`src/rtl/mem_port_arbiter_pkg.sv`:
```
// Shared types and constants for the IF/MEM single-port RAM arbiter.
// The optional MEM_ARB_RR_EN round-robin mode uses owner_t for its last-winner register.
package mem_port_arbiter_pkg;

    localparam int INSTR_WIDTH = 32;
    localparam int RAM_LAT_MIN = 1;
    localparam int RAM_LAT_MAX = 4;

    typedef enum logic [1:0] {
        ST_IDLE = 2'd0,
        ST_WAIT = 2'd1,
        ST_RESP = 2'd2
    } arb_state_t;

    typedef enum logic {
        OWN_IF = 1'b0,
        OWN_D  = 1'b1
    } owner_t;

endpackage

```
`src/rtl/mem_port_arbiter_if.sv`:
```
// Fetch and load/store request/response bundle between the pipeline and the arbiter.
// Used unchanged whether or not MEM_ARB_RR_EN is defined.
interface mem_port_arbiter_if
    import mem_port_arbiter_pkg::*;
#(
    parameter int DATA_W = INSTR_WIDTH
);
    logic              if_req;
    logic [DATA_W-1:0] if_addr;
    logic              if_gnt;
    logic              if_rvalid;
    logic [DATA_W-1:0] if_rdata;

    logic              d_req;
    logic              d_we;
    logic [3:0]        d_be;
    logic [DATA_W-1:0] d_addr;
    logic [DATA_W-1:0] d_wdata;
    logic              d_gnt;
    logic              d_rvalid;
    logic [DATA_W-1:0] d_rdata;

    modport master (
        output if_req, if_addr, d_req, d_we, d_be, d_addr, d_wdata,
        input  if_gnt, if_rvalid, if_rdata, d_gnt, d_rvalid, d_rdata
    );

    modport slave (
        input  if_req, if_addr, d_req, d_we, d_be, d_addr, d_wdata,
        output if_gnt, if_rvalid, if_rdata, d_gnt, d_rvalid, d_rdata
    );
endinterface

```
`src/rtl/mem_port_arbiter.sv`:
```
// Arbitrates fetch and load/store accesses onto one single-port RAM with fixed read latency.
// Define MEM_ARB_RR_EN for round-robin on conflicts; otherwise D always beats IF.
module mem_port_arbiter
    import mem_port_arbiter_pkg::*;
#(
    parameter int DATA_W  = INSTR_WIDTH,
    parameter int RAM_LAT = 1
) (
    input  logic              clk,
    input  logic              resetn,
    mem_port_arbiter_if.slave bus,
    output logic              ram_en,
    output logic [3:0]        ram_we,
    output logic [DATA_W-3:0] ram_addr,
    output logic [DATA_W-1:0] ram_wdata,
    input  logic [DATA_W-1:0] ram_rdata
);

    localparam logic [1:0] LAT_LOAD = 2'((RAM_LAT >= 2) ? (RAM_LAT - 2) : 0);

    arb_state_t state_reg;
    owner_t     owner_reg;
    logic [1:0] lat_cnt_reg;
    logic       live_reg;
    logic       can_grant;
    logic       d_wins;
    logic       if_gnt;
    logic       d_gnt;
    logic       rd_gnt;
    logic       unused_addr_lsbs;

    function automatic logic [DATA_W-1:0] route_rdata(input logic sel, input logic [DATA_W-1:0] data);
        return sel ? data : '0;
    endfunction

    // live_reg holds grants off for the one cycle after a reset edge so every output reads 0.
    assign can_grant = live_reg && (state_reg != ST_WAIT);

`ifdef MEM_ARB_RR_EN
    owner_t last_win_reg;
    assign d_wins = bus.d_req && (!bus.if_req || (last_win_reg == OWN_IF));
`else
    assign d_wins = bus.d_req;
`endif

    assign d_gnt  = can_grant && d_wins;
    assign if_gnt = can_grant && bus.if_req && !d_wins;
    assign rd_gnt = if_gnt || (d_gnt && !bus.d_we);

    assign bus.if_gnt    = if_gnt;
    assign bus.d_gnt     = d_gnt;
    assign bus.if_rvalid = (state_reg == ST_RESP) && (owner_reg == OWN_IF);
    assign bus.d_rvalid  = (state_reg == ST_RESP) && (owner_reg == OWN_D);
    assign bus.if_rdata  = route_rdata(bus.if_rvalid, ram_rdata);
    assign bus.d_rdata   = route_rdata(bus.d_rvalid, ram_rdata);

    assign unused_addr_lsbs = ^{bus.if_addr[1:0], bus.d_addr[1:0]};

    always_comb begin
        ram_en    = d_gnt || if_gnt;
        ram_we    = '0;
        ram_addr  = '0;
        ram_wdata = '0;
        if (d_gnt) begin
            ram_addr = bus.d_addr[DATA_W-1:2];
            if (bus.d_we) begin
                ram_we    = bus.d_be;
                ram_wdata = bus.d_wdata;
            end
        end else if (if_gnt) begin
            ram_addr = bus.if_addr[DATA_W-1:2];
        end
    end

    always_ff @(posedge clk) begin
        if (!resetn) begin
            state_reg   <= ST_IDLE;
            owner_reg   <= OWN_IF;
            lat_cnt_reg <= '0;
            live_reg    <= 1'b0;
`ifdef MEM_ARB_RR_EN
            last_win_reg <= OWN_D;
`endif
        end else begin
            live_reg <= 1'b1;
            case (state_reg)
                ST_WAIT: begin
                    if (lat_cnt_reg == 2'd0) begin
                        state_reg <= ST_RESP;
                    end else begin
                        lat_cnt_reg <= lat_cnt_reg - 2'd1;
                    end
                end
                default: begin
                    // IDLE and RESP both accept a new grant; stores never leave IDLE.
                    if (rd_gnt) begin
                        owner_reg <= d_gnt ? OWN_D : OWN_IF;
                        if (RAM_LAT == 1) begin
                            state_reg <= ST_RESP;
                        end else begin
                            state_reg   <= ST_WAIT;
                            lat_cnt_reg <= LAT_LOAD;
                        end
                    end else begin
                        state_reg <= ST_IDLE;
                    end
                end
            endcase
`ifdef MEM_ARB_RR_EN
            if (d_gnt || if_gnt) begin
                last_win_reg <= d_gnt ? OWN_D : OWN_IF;
            end
`endif
        end
    end

endmodule

```
`src/flat_wrapper.sv`:
```
// flat-port wrapper written by rule: the top's interface ports become plain ports
module mem_port_arbiter_flat import mem_port_arbiter_pkg::*;
#(
    parameter int DATA_W  = INSTR_WIDTH,
    parameter int RAM_LAT = 1
)
  (clk, resetn, ram_en, ram_we, ram_addr, ram_wdata, ram_rdata, bus_if_req, bus_if_addr, bus_d_req, bus_d_we, bus_d_be, bus_d_addr, bus_d_wdata, bus_if_gnt, bus_if_rvalid, bus_if_rdata, bus_d_gnt, bus_d_rvalid, bus_d_rdata);
  mem_port_arbiter_if #(.DATA_W(DATA_W)) bus_i ();
  input  logic clk;
  input  logic resetn;
  output logic ram_en;
  output logic [3:0] ram_we;
  output logic [DATA_W-3:0] ram_addr;
  output logic [DATA_W-1:0] ram_wdata;
  input  logic [DATA_W-1:0] ram_rdata;
  input wire logic [$bits(bus_i.if_req)-1:0] bus_if_req;
  input wire logic [$bits(bus_i.if_addr)-1:0] bus_if_addr;
  input wire logic [$bits(bus_i.d_req)-1:0] bus_d_req;
  input wire logic [$bits(bus_i.d_we)-1:0] bus_d_we;
  input wire logic [$bits(bus_i.d_be)-1:0] bus_d_be;
  input wire logic [$bits(bus_i.d_addr)-1:0] bus_d_addr;
  input wire logic [$bits(bus_i.d_wdata)-1:0] bus_d_wdata;
  output wire logic [$bits(bus_i.if_gnt)-1:0] bus_if_gnt;
  output wire logic [$bits(bus_i.if_rvalid)-1:0] bus_if_rvalid;
  output wire logic [$bits(bus_i.if_rdata)-1:0] bus_if_rdata;
  output wire logic [$bits(bus_i.d_gnt)-1:0] bus_d_gnt;
  output wire logic [$bits(bus_i.d_rvalid)-1:0] bus_d_rvalid;
  output wire logic [$bits(bus_i.d_rdata)-1:0] bus_d_rdata;
  assign bus_i.if_req = bus_if_req;
  assign bus_i.if_addr = bus_if_addr;
  assign bus_i.d_req = bus_d_req;
  assign bus_i.d_we = bus_d_we;
  assign bus_i.d_be = bus_d_be;
  assign bus_i.d_addr = bus_d_addr;
  assign bus_i.d_wdata = bus_d_wdata;
  assign bus_if_gnt = bus_i.if_gnt;
  assign bus_if_rvalid = bus_i.if_rvalid;
  assign bus_if_rdata = bus_i.if_rdata;
  assign bus_d_gnt = bus_i.d_gnt;
  assign bus_d_rvalid = bus_i.d_rvalid;
  assign bus_d_rdata = bus_i.d_rdata;
  mem_port_arbiter #(.DATA_W(DATA_W), .RAM_LAT(RAM_LAT)) u_core (.clk(clk), .resetn(resetn), .bus(bus_i), .ram_en(ram_en), .ram_we(ram_we), .ram_addr(ram_addr), .ram_wdata(ram_wdata), .ram_rdata(ram_rdata));
endmodule
```
`config.mk`:
```
export PLATFORM = sky130hd
export DESIGN_NAME = mem_port_arbiter_flat
export DESIGN_NICKNAME = d
export VERILOG_FILES = /design/src/rtl/mem_port_arbiter_pkg.sv /design/src/rtl/mem_port_arbiter_if.sv /design/src/rtl/mem_port_arbiter.sv /design/src/flat_wrapper.sv
export SDC_FILE = /design/constraint.sdc
export NUM_CORES = 1
export LEC_CHECK = 0
export CAP_MARGIN = 0
export CORE_ASPECT_RATIO = 0.5
export CORE_MARGIN = 5
export CORE_UTILIZATION = 18
export CTS_BUF_LIST = sky130_fd_sc_hd__clkbuf_8
export DETAILED_ROUTE_END_ITERATION = 8
export PLACE_DENSITY_LB_ADDON = 0.1
export SLEW_MARGIN = 20
export SYNTH_ARGS = -nofsm -noshare
export SYNTH_HDL_FRONTEND = slang
export SYNTH_SLANG_ARGS = --single-unit
export TNS_END_PERCENT = 5
```
`constraint.sdc`:
```
create_clock -name clk -period 1.3 [get_ports clk]
set_input_delay 0.325 -clock clk [delete_from_list [all_inputs] [get_ports clk]]
set_output_delay 0.325 -clock clk [all_outputs]
set_load 0.1 [all_outputs]
```
After elaboration in Yosys (flattened, before gate mapping)

Cells that the tools add are included.

Bits in registers: 6
Bits of input ports: 137

Reduce and logical (&&, ||, !) cells: 14
Mux-type cells: 13
Equality and inequality tests: 4
Add/sub/neg operators: 1
Bitwise operators: 3

Operator list:

| cell                                                                   | number |
|---|---|
| 32-bit 2-to-1 mux                                                      | 4 |
| 30-bit 2-to-1 mux                                                      | 2 |
| 4-bit 2-to-1 mux                                                       | 2 |
| 1-bit logical AND                                                      | 7 |
| 2-bit 2-to-1 mux                                                       | 3 |
| 2-bit by 1-bit != test with 1-bit output (second input constant)       | 2 |
| 2-bit AND reduction                                                    | 2 |
| 1-bit inverter                                                         | 3 |
| 2-bit by 1-bit equality test with 1-bit output (second input constant) | 1 |
| 2-bit equality test (second input constant)                            | 1 |
| 1-bit zero test                                                        | 2 |
| 2-bit zero test                                                        | 1 |
| 1-bit logical OR                                                       | 2 |
| 1-bit 2-to-1 mux                                                       | 2 |
| 2-bit by 1-bit subtractor with 2-bit output (second input constant)    | 1 |

Longest topological paths before layout

Gate-level depths: netlist (run 1).

Depth in word-level cells: 7
Depth in mapped cells: 5
Gate-level depth less buffers: 3

Worst setup path after synthesis (run 1)

Ideal clock, no wire load.

Kind: input to output
Start point: in bus_d_req
End point: out ram_addr[20]
Arrival: 2199 ps
Stages: 5
Data required time: 975 ps
Setup slack: -1224 ps
Cells stage by stage: buf_6 nor2b_2 buf_2 a22oi_1 nor2b_1

Word-level cells in the longest chain between the ends: 4
Elaborated cells between the ends (all ways): 5

RTL lines:

| what                | line                   | text |
|---|---|---|
| start, declared     | flat_wrapper.sv:18     | `input wire logic [$bits(bus_i.d_req)-1:0] bus_d_req;` |
| 1-bit zero test     | mem_port_arbiter.sv:47 | `assign if_gnt = can_grant && bus.if_req && !d_wins;` |
| 1-bit logical AND   | mem_port_arbiter.sv:47 |  |
| 30-bit 2-to-1 mux   | mem_port_arbiter.sv:70 | `end else if (if_gnt) begin` |
| 30-bit 2-to-1 mux * | mem_port_arbiter.sv:64 | `if (d_gnt) begin` |
| end, declared       | flat_wrapper.sv:13     | `output logic [DATA_W-3:0] ram_addr;` |

Mark *: on every way between the ends. The rest lies on a longest branch, timed or not.

Worst setup path after layout (run 1)

Start point: reg u_core.live_reg
End point: out ram_wdata[23]

Word-level cells in the longest chain between the ends: 3

RTL lines:

| what                   | line                   | text |
|---|---|---|
| start, declared        | mem_port_arbiter.sv:24 | `logic live_reg;` |
| start signal, assigned | mem_port_arbiter.sv:80 | `live_reg <= 1'b0;` |
| start signal, assigned | mem_port_arbiter.sv:85 | `live_reg <= 1'b1;` |
| 1-bit logical AND      | mem_port_arbiter.sv:37 | `assign can_grant = live_reg && (state_reg != ST_WAIT);` |
| 1-bit logical AND      | mem_port_arbiter.sv:46 | `assign d_gnt = can_grant && d_wins;` |
| 32-bit 2-to-1 mux      | mem_port_arbiter.sv:64 |  |
| end, declared          | flat_wrapper.sv:14     | `output logic [DATA_W-1:0] ram_wdata;` |

No other way between the ends.

==> results.py, run 1 <==
metrics = {
    "die": {
        "core_area_sq_mm": 0.00738,
        "io_pins": 272,
        "rows": 22,
        "chipWidth_um": 133,
        "initial_core_util_pct": 18.6,
        "die_h_um": 71.7,
        "dieArea_sq_mm": 0.00956,
    },
    "global_route": {
        "antenna_found_initial": 1,
        "grt_start_max_net_pins": 34,
        "grtUsageTotal_pct": 25.9,
        "grt_pass1_wl_um": 19100,
        "grt_pass1_vias": 2928,
        "overflow": 0,
    },
    "setup_path": {
        "required_ns": 0.98,
        "r2r_slack_ns": 0.09,
        "cp_slowest_cell": "dfxtp_2",
        "critical_path_buf_inv_count": 4,
        "cp.arrival_ns": 1.39,
        "regToRegStartpoint": "u_core.live_reg$_DFF_P_",
        "startpoint_type": "flip-flop",
        "path_cells": "and3_4 > buf_8 > buf_6 > buf_16 > and2_4 > buf_12",
        "crit_type": "flip-flop to output pin",
        "r2r_cells": 5,
        "cp-end-kind": "output pin",
        "r2r-end": "u_core.owner_reg$_SDFFE_PN0P_",
        "crit_start": "u_core.live_reg$_DFF_P_",
        "cp_top_family": "buffers and inverters",
        "max_stage_delay_ns": 0.32,
        "crit_fanout": 5,
    },
    "timing": {
        "period_minus_slack_ns": 1.72,
        "hold_ws_ns": 0.479,
        "fin_ws_ns": -0.419,
        "timing_hold_violations_final": 0,
        "max_freq_mhz": 582,
        "rsz0062_at_grt": "true",
        "worst_pin_slew_ns": 0.275,
        "maxSlewViolCount": 0,
        "finClkSkew_ns": 0.000515,
        "timing.final.crit_share_pct": 132,
        "relSlewSlack_pct": 81.5,
        "setup_viol": 135,
    },
    "clock_network": {
        "clk_pin_slew_ns": 0.03,
        "cts_hold_buf": 0,
        "cts_root_buf": "clkbuf_8",
        "cts_tree": "done",
        "clock-sinks": 3,
        "clockBufferDepth": 2,
        "clkLatencyLatePin_ns": 0.21,
        "cts_buffers": 3,
        "htreeDepth": 1,
    },
    "drt": {
        "dr.pass1.iters": 4,
        "post-route-drc-count": 0,
        "dr.first_iter.drc_count": 77,
        "drt_wl_total_um": 13000,
        "postRouteAntennaNets": 0,
        "viasPerCell": 4.70,
        "wl_per_cell_um": 22.5,
        "via_count": 2710,
    },
    "placement": {
        "gp_congestion": 0.799,
        "placed_area_sq_mm": 0.00592,
        "dp_slack_ns": -0.733,
        "port_buffers": 267,
        "dp_hpwl_um": 9420,
    },
    "yosys": {
        "synth_cell_types": 18,
        "ys_seq_area_share_pct": 4.38,
        "synth_seq_cells": 3,
        "post_synth.cell_area_avg_sq_um": 6.78,
        "yosys_warnings": 0,
        "synthCells": 202,
        "synth_area_sq_mm": 0.00137,
        "synth_nets": 339,
    },
    "cells_and_area": {
        "multi_input_area_sq_mm": 0.00177,
        "fillCellCount": 302,
        "mostFrequentLayoutCell": "buf_12",
        "fin_area_sq_mm": 0.00653,
        "final_util_pct": 88.6,
        "layout.nets": 618,
        "layout-drive-gt1-share_pct": 71.3,
        "final_cell_mix": "buf_12, clkdlybuf4s50_1, and2_4",
        "syn2layout_area_growth_pct": 377,
        "regArea_sq_um": 66.3,
    },
    "pwr": {
        "power.internal_mw": 1.45,
        "vdd_drop_max_v": 0.000329,
        "p_clk_share_pct": 8.8,
        "seq_power_share_pct": 3.6,
        "power.density_mw_per_mm2": 448,
        "p_sw_mw": 1.47,
        "swShare_pct": 50.3,
        "p_comb_share_pct": 87.5,
        "power_mw": 2.93,
        "p_leak_nw": 2.75,
    },
    "status": {
        "status": "finished, violations left",
        "violations": "setup timing",
    },
    "worst_hold_path": {
        "hold_depth": 4,
        "min_path_type": "input port to flip-flop",
        "min_from": "bus_d_we",
        "holdPathEnd": "u_core.state_reg[1]$_SDFF_PN0_",
    },
    "flow_run": {
        "drv_cap": 0,
    },
}
[area by class of cell]
type	count	area share (%)
repair buffers	297	69.3
multi-input cells	175	27.1
well taps	96	1.84
flip-flops and latches	3	1.01
clock buffers	3	0.632
clock inverters	1	0.0574
inverters	1	0.0574
diodes	1	0.0383
[how the worst max path moves through the flow]
stage	to	cells after the start
final	ram_wdata[23]	6
after floorplan	ram_addr[24]	5
after global placement	ram_wdata[8]	5
after global routing	ram_wdata[17]	6
after detailed placement	ram_wdata[2]	5
after CTS	ram_wdata[16]	6
[cell usage after synthesis (all sizes together)]
master / number / share of area, %
and2: 70 / 36
and3: 33 / 15
nor2b: 32 / 15
a22oi: 30 / 16
clkbuf: 13 / 3.6
buf: 10 / 5.9
dfxtp: 3 / 4.4
nand2: 3 / 0.82
a21oi: 2 / 0.73
nor2: 2 / 0.55
inv: 1 / 0.27
nand3: 1 / 0.36
o21a: 1 / 0.55
o21ai: 1 / 0.36
[power groups by stage]
stage / sequential, mW / clock (mW) / combinational [mW]
after global routing: 0.107 / 0.276 / 2.63
after CTS: 0.106 / 0.267 / 2.54
after global placement: 0.105 / 0 / 2.32
after floorplan: 0.108 / 0 / 1.28
final: 0.106 / 0.258 / 2.56
after detailed placement: 0.106 / 0 / 2.36
[timing repair]
| action | 4_1_cts | 5_1_grt |
|---|---|---|
| cloned | 8 | 0 |
| setup endpoints to repair | 135 | 135 |
| pin swaps | 49 | 10 |
| gates resized for setup | 107 | 11 |
| buffers inserted | 8 | 0 |
[per-layer routing]
metal / global-route usage, % / part of all wire (%) / vias to the layer above
met5: 0 / 0 / -
met4: 9.92 / 3.5 / 0
li1: - / - / 1245
met3: 7.08 / 7.2 / 32
met2: 53.0 / 56 / 137
met1: 25.0 / 33 / 1296
[cells by family (layout without fill, tap and decap cells)]
kind of cell	Yosys count	after routing	synth area share, %
compound gates	34	34	18.1
buf+inv	24	302	9.77
flops	3	3	4.38
other cells	0	1	0
simple gates	141	141	67.8
[worst min-delay path, cell delays in order]
cell and delay (ns):
clkbuf_2 0.10, inv_1 0.08, a21oi_1 0.07, nor2_1 0.07
[stage by stage]
| step | instances | setup TNS [ns] |
|---|---|---|
| floorplan | 202 | -35.72 |
| global placement | 557 | -56.12 |
| CTS | 576 | -38.78 |
| detailed placement | 557 | -60.80 |
| global route | 577 | -45.00 |
| finish | 577 | -39.88 |
Power figures use the tool's default switching activity.
==> inputs of run 2 (changes only) <==
--- a/config.mk
+++ b/config.mk
@@ -9,8 +9,9 @@
 export CORE_ASPECT_RATIO = 0.5
 export CORE_MARGIN = 5
 export CORE_UTILIZATION = 18
-export CTS_BUF_LIST = sky130_fd_sc_hd__clkbuf_8
+export CTS_CLUSTER_SIZE = 25
 export DETAILED_ROUTE_END_ITERATION = 8
+export GPL_TIMING_DRIVEN = 0
 export PLACE_DENSITY_LB_ADDON = 0.1
 export SLEW_MARGIN = 20
 export SYNTH_ARGS = -nofsm -noshare
==> run 2 against run 1 <==
Net effect: the run still ends with setup timing left; worst setup slack worse by 0.12 ns; critical endpoint is now ram_wdata[24]; worst hold slack better by 0.036 ns; core utilization is 2.9 points lower; sequential power is 8% higher; maximum frequency is 6.4% lower; sequential share of layout area is 0.11 points higher.
==> results.py, run 2 (synthesis gave the netlist of run 1 again) <==
metrics = {
    "timing": {
        "timing_hold_violations_final": 0,
        "setup_viol": 135,
        "max_freq_mhz": 544,
        "fin_ws_ns": -0.538,
        "hold_ws_ns": 0.515,
        "timing.final.crit_share_pct": 141,
        "rsz0062_at_grt": "true",
        "worst_pin_slew_ns": 0.420,
        "maxSlewViolCount": 0,
        "period_minus_slack_ns": 1.84,
        "relSlewSlack_pct": 72.0,
        "finClkSkew_ns": 0.0000894,
    },
    "clock_network": {
        "cts_tree": "done",
        "cts_buffers": 3,
        "clkLatencyLatePin_ns": 0.23,
        "htreeDepth": 1,
        "clockBufferDepth": 2,
        "clk_pin_slew_ns": 0.03,
        "cts_root_buf": "clkbuf_16",
        "clock-sinks": 3,
    },
    "worst_hold_path": {
        "min_path_type": "input port to flip-flop",
    },
    "global_route": {
        "grtUsageTotal_pct": 21.4,
        "grt_start_max_net_pins": 11,
        "grt_pass1_wl_um": 16400,
        "overflow": 0,
        "antenna_found_initial": 0,
        "grt_pass1_vias": 2869,
    },
    "pwr": {
        "power.internal_mw": 1.59,
        "p_comb_share_pct": 79.8,
        "power.density_mw_per_mm2": 488,
        "vdd_drop_max_v": 0.000368,
        "power_mw": 3.08,
        "swShare_pct": 48.5,
        "p_leak_nw": 2.73,
        "seq_power_share_pct": 3.7,
        "p_sw_mw": 1.50,
        "p_clk_share_pct": 16.5,
    },
    "die": {
        "dieArea_sq_mm": 0.00956,
        "die_h_um": 71.7,
        "io_pins": 272,
        "rows": 22,
        "chipWidth_um": 133,
        "core_area_sq_mm": 0.00738,
        "initial_core_util_pct": 18.6,
    },
    "placement": {
        "port_buffers": 266,
        "dp_slack_ns": -1.63,
        "dp_hpwl_um": 8320,
        "gp_congestion": 0.792,
    },
    "cells_and_area": {
        "layout.nets": 623,
        "n_antenna_cell": 0,
        "syn2layout_area_growth_pct": 361,
        "mostFrequentLayoutCell": "buf_12",
        "layout-drive-gt1-share_pct": 66.2,
        "final_cell_mix": "buf_12, clkdlybuf4s50_1, and2_4",
    },
    "drt": {
        "viasPerCell": 4.83,
        "dr.pass1.iters": 4,
        "dr.first_iter.drc_count": 88,
        "via_count": 2806,
        "wl_per_cell_um": 23.7,
        "drt_wl_total_um": 13800,
        "postRouteAntennaNets": 0,
        "post-route-drc-count": 0,
    },
    "setup_path": {
        "startpoint_type": "flip-flop",
        "path_cells": "and3_4 > buf_8 > buf_12 > buf_8 > and2_4 > buf_12",
        "crit_type": "flip-flop to output pin",
        "critical_path_buf_inv_count": 4,
        "crit_fanout": 8,
        "cp_slowest_cell": "dfxtp_4",
        "max_stage_delay_ns": 0.39,
        "cp-end-kind": "output pin",
        "cp.arrival_ns": 1.51,
        "required_ns": 0.98,
        "cp_top_family": "buffers and inverters",
    },
    "flow_run": {
        "drv_cap": 0,
    },
    "status": {
        "status": "finished, violations left",
        "violations": "setup timing",
    },
}
[run 2: cell count changes in the layout (fill, tap and decap cells not counted), sizes merged]
cell	previous run	this run
dlygate4sd2	11	6
clkdlybuf4s50	115	117
diode	1	0
inv	2	1
clkbuf	4	9
dlymetal6s2s	3	7
[run 2: per-layer routing]
metal | track usage (%) | up-vias | wire (um)
met2 | 46.0 | 143 | 7860
met4 | 5.82 | 0 | 473
met1 | 20.7 | 1374 | 4550
li1 | - | 1255 | -
met5 | 0 | - | 0
met3 | 4.35 | 34 | 874
[run 2: what timing repair did]
action,CTS,global route
resized for setup,1167,163
cloned,7,0
hold buffers,0,0
pin swaps,23,24
buffers inserted,4,2
endpoints found under the setup margin,135,135
[run 2: path summary, 6_finish.rpt]
check	from	cells past startpoint	slack, ns	endpoint
worst max-delay path	u_core.live_reg$_DFF_P_	6	-0.54	ram_wdata[24]
worst min-delay path	bus_if_req	4	0.51	u_core.owner_reg$_SDFFE_PN0P_
worst max register to register	u_core.live_reg$_DFF_P_	3	0.26	u_core.state_reg[1]$_SDFF_PN0_
worst min register to register	u_core.live_reg$_DFF_P_	2	0.71	u_core.owner_reg$_SDFFE_PN0P_
[run 2: stage by stage]
stage | cells | instance area [sq um] | setup TNS (ns) | utilization (%)
6_report | 581 | 6320 | -50.18 | 85.7
5_1_grt | 581 | 6320 | -56.51 | 85.7
4_1_cts | 579 | 5700 | -48.53 | 77.3
3_5_place_dp | 564 | 4520 | -186.33 | 61.3
3_3_place_gp | 564 | 4520 | -183.49 | 61.3
2_1_floorplan | 202 | 1740 | -35.72 | -
[run 2: final cells by class]
cell class                 count  area (sq um)
timing repair buffer         279          4140
multi-input combinational    175          1670
fill                         315          1060
buffer                        23           234
tap                           96           120
clock buffer                   4          78.8
sequential                     3          71.3
inverter                       1          3.75
[run 2: tightest hold or removal path: stages]
cell	delay, ns
buf_6	0.08
nand2_1	0.10
nand3_1	0.10
o21ai_0	0.09
[run 2: power by group through the flow]
stage | registers [mW] | clock network, mW | logic [mW]
global route | 0.116 | 0.521 | 2.52
CTS | 0.109 | 0.490 | 2.30
global placement | 0.111 | 0 | 1.95
detailed placement | 0.112 | 0 | 1.97
finish | 0.114 | 0.510 | 2.46
floorplan | 0.108 | 0 | 1.28
==> inputs of run 3 (changes only) <==
--- a/config.mk
+++ b/config.mk
@@ -5,6 +5,7 @@
 export SDC_FILE = /design/constraint.sdc
 export NUM_CORES = 1
 export LEC_CHECK = 0
+export ABC_AREA = 1
 export CAP_MARGIN = 0
 export CORE_ASPECT_RATIO = 0.5
 export CORE_MARGIN = 5
==> run 3 against run 2 <==
Net effect: the run still ends with setup timing left; synthesized cell count up 48%; sequential power down 8%; sequential share of layout area down 0.084 points; worst setup slack better by 0.21 ns; register-to-register slack better by 0.22 ns; clock skew up 0.00099 ns; non-clock buffer count down 12; global-route usage down 2.8 points; core utilization up 0.087 points; critical path type unchanged.
==> results.py, run 3 <==
metrics = {
    "setup_path": {
        "crit_type": "flip-flop to output pin",
        "crit_fanout": 10,
        "cp.arrival_ns": 1.31,
        "cp-end-kind": "output pin",
        "regToRegStartpoint": "u_core.live_reg$_DFF_P_",
        "crit_start": "u_core.state_reg[1]$_SDFF_PN0_",
        "required_ns": 0.98,
        "r2r_slack_ns": 0.48,
        "startpoint_type": "flip-flop",
    },
    "clock_network": {
        "clock-sinks": 3,
        "clk_pin_slew_ns": 0.03,
        "clockBufferDepth": 2,
        "cts_buffers": 3,
        "cts_root_buf": "clkbuf_16",
        "clkLatencyLatePin_ns": 0.23,
        "cts_tree": "done",
        "htreeDepth": 1,
        "cts_hold_buf": 0,
    },
    "global_route": {
        "antenna_found_initial": 0,
        "overflow": 0,
        "grt_start_max_net_pins": 11,
        "grt_pass1_vias": 2732,
        "grt_pass1_wl_um": 14400,
        "grtUsageTotal_pct": 18.5,
    },
    "drt": {
        "dr.pass1.iters": 4,
        "post-route-drc-count": 0,
        "drt_wl_total_um": 11000,
        "dr.first_iter.drc_count": 48,
        "postRouteAntennaNets": 0,
        "via_count": 2799,
        "wl_per_cell_um": 16.5,
        "viasPerCell": 4.19,
    },
    "die": {
        "die_h_um": 72.1,
        "chipWidth_um": 134,
        "initial_core_util_pct": 18.8,
        "rows": 22,
        "core_area_sq_mm": 0.00740,
        "dieArea_sq_mm": 0.00968,
        "io_pins": 272,
    },
    "timing": {
        "fin_ws_ns": -0.332,
        "timing.final.crit_share_pct": 126,
        "maxSlewViolCount": 0,
        "worst_pin_slew_ns": 0.499,
        "relSlewSlack_pct": 67.0,
        "max_freq_mhz": 613,
        "timing_hold_violations_final": 0,
        "period_minus_slack_ns": 1.63,
        "finClkSkew_ns": 0.00108,
        "rsz0062_at_grt": "true",
        "setup_viol": 135,
    },
    "yosys": {
        "post_synth.cell_area_avg_sq_um": 4.66,
        "synth-edff-count": 0,
        "ys_seq_area_share_pct": 4.32,
        "synth_seq_cells": 3,
        "yosysTopAreaCellShare_pct": 32.7,
        "synth_cell_types": 15,
        "synth_area_sq_mm": 0.00139,
        "synth_flop_cell": "dfxtp_1",
        "yosys_warnings": 0,
        "synth_largest_area_cell": "nand2_1",
        "synthTopCellsByArea": "nand2_1, nor2_1, inv_1",
        "synth_nets": 435,
        "synthCells": 298,
        "yosys-top-cells-count": "nand2_1, nor2_1, inv_1, nand2_2, nor2_4",
        "async_flop_share_pct": 0,
        "synth.most_common_cell": "nand2_1",
    },
    "cells_and_area": {
        "fin_cells": 668,
        "n_antenna_cell": 0,
        "final_cell_mix": "buf_12, clkdlybuf4s50_1, nand2_1",
        "fin_area_sq_mm": 0.00635,
        "mostFrequentLayoutCell": "buf_12",
        "layout-drive-gt1-share_pct": 53.8,
        "regArea_sq_um": 66.3,
        "layout.nets": 710,
        "multi_input_area_sq_mm": 0.00164,
        "fillCellCount": 402,
        "syn2layout_area_growth_pct": 357,
    },
    "placement": {
        "placed_area_sq_mm": 0.00457,
        "port_buffers": 266,
        "dp_cells": 660,
        "dp_hpwl_um": 7470,
        "dp_slack_ns": -1.54,
        "gp_congestion": 0.808,
    },
    "pwr": {
        "power_mw": 3.06,
        "power.density_mw_per_mm2": 482,
        "vdd_drop_max_v": 0.000322,
        "p_leak_nw": 2.63,
    },
    "flow_run": {
        "drv_cap": 0,
    },
    "status": {
        "violations": "setup timing",
        "status": "finished, violations left",
    },
    "worst_hold_path": {
        "min_from": "bus_d_we",
        "min_path_type": "input port to flip-flop",
    },
}
## run 3: changes by cell type after synthesis, moves of 9 or more
cell,before,now
and2_1,50,0
and3_1,33,0
inv_1,1,37
clkbuf_1,13,0
a22oi_1,30,0
nor2b_1,30,0
nand2_1,3,121
nor2_4,0,9
and2_4,20,0
nor2_1,2,89
nand2_2,0,10
## run 3: area by class of cell
type	count	area share, %
buffer	20	4.22
inverter	40	2.56
sequential	3	1.04
tap	96	1.89
multi-input combinational	235	25.9
timing repair buffer	270	63.2
clock buffer	4	1.24
## run 3: stage by stage
step | hold WS (ns) | setup TNS [ns] | utilization (%)
2_1_floorplan | 0.353 | -70.71 | -
3_3_place_gp | 0.502 | -175.29 | 61.7
3_5_place_dp | 0.507 | -175.53 | 61.7
4_1_cts | 0.464 | -48.14 | 74.7
5_1_grt | 0.515 | -41.23 | 85.8
6_report | 0.494 | -36.02 | 85.8
## run 3: final timing paths
path	endpoint	depth (start not counted)
worst max register to register	u_core.owner_reg$_SDFFE_PN0P_	4
worst min register to register	u_core.owner_reg$_SDFFE_PN0P_	2
worst min-delay path	u_core.owner_reg$_SDFFE_PN0P_	4
worst max-delay path	bus_if_rdata[21]	6
## run 3: worst max-delay path: stages, from the launching register on
cell and delay, ns:
dfxtp_2 0.35, inv_2 0.05, nor2_4 0.10, inv_4 0.08, buf_8 0.18, nor2_4 0.13
buf_12 0.18
## run 3: timing repair
| action | 4_1_cts | 5_1_grt |
|---|---|---|
| cloned | 2 | 1 |
| setup endpoints to repair | 135 | 135 |
| pin swaps | 9 | 27 |
| buffers inserted | 1 | 0 |
| resized for setup | 1098 | 238 |
## run 3: report_power, final
group          leakage [nW]  switching, mW  internal [mW]
Combinational          2.57           1.47          0.982
Sequential           0.0260        0.00723         0.0974
Clock                0.0382         0.0959          0.406
Total                  2.63           1.57           1.49
## run 3: cell families after synthesis
family | synth area share, %
and+or+nand+nor | 70.6
buffers and inverters | 24.3
DFF | 4.32
AOI/OAI and AO/OA | 0.721
## run 3: per-layer routing
metal / vias to the layer above / GRT usage [%] / share of wire, %
met3: 15 / 5.19 / 7.7
met5: - / 0 / 0
met1: 1269 / 17.1 / 32
met4: 0 / 5.30 / 1.8
li1: 1390 / - / -
met2: 125 / 39.7 / 59
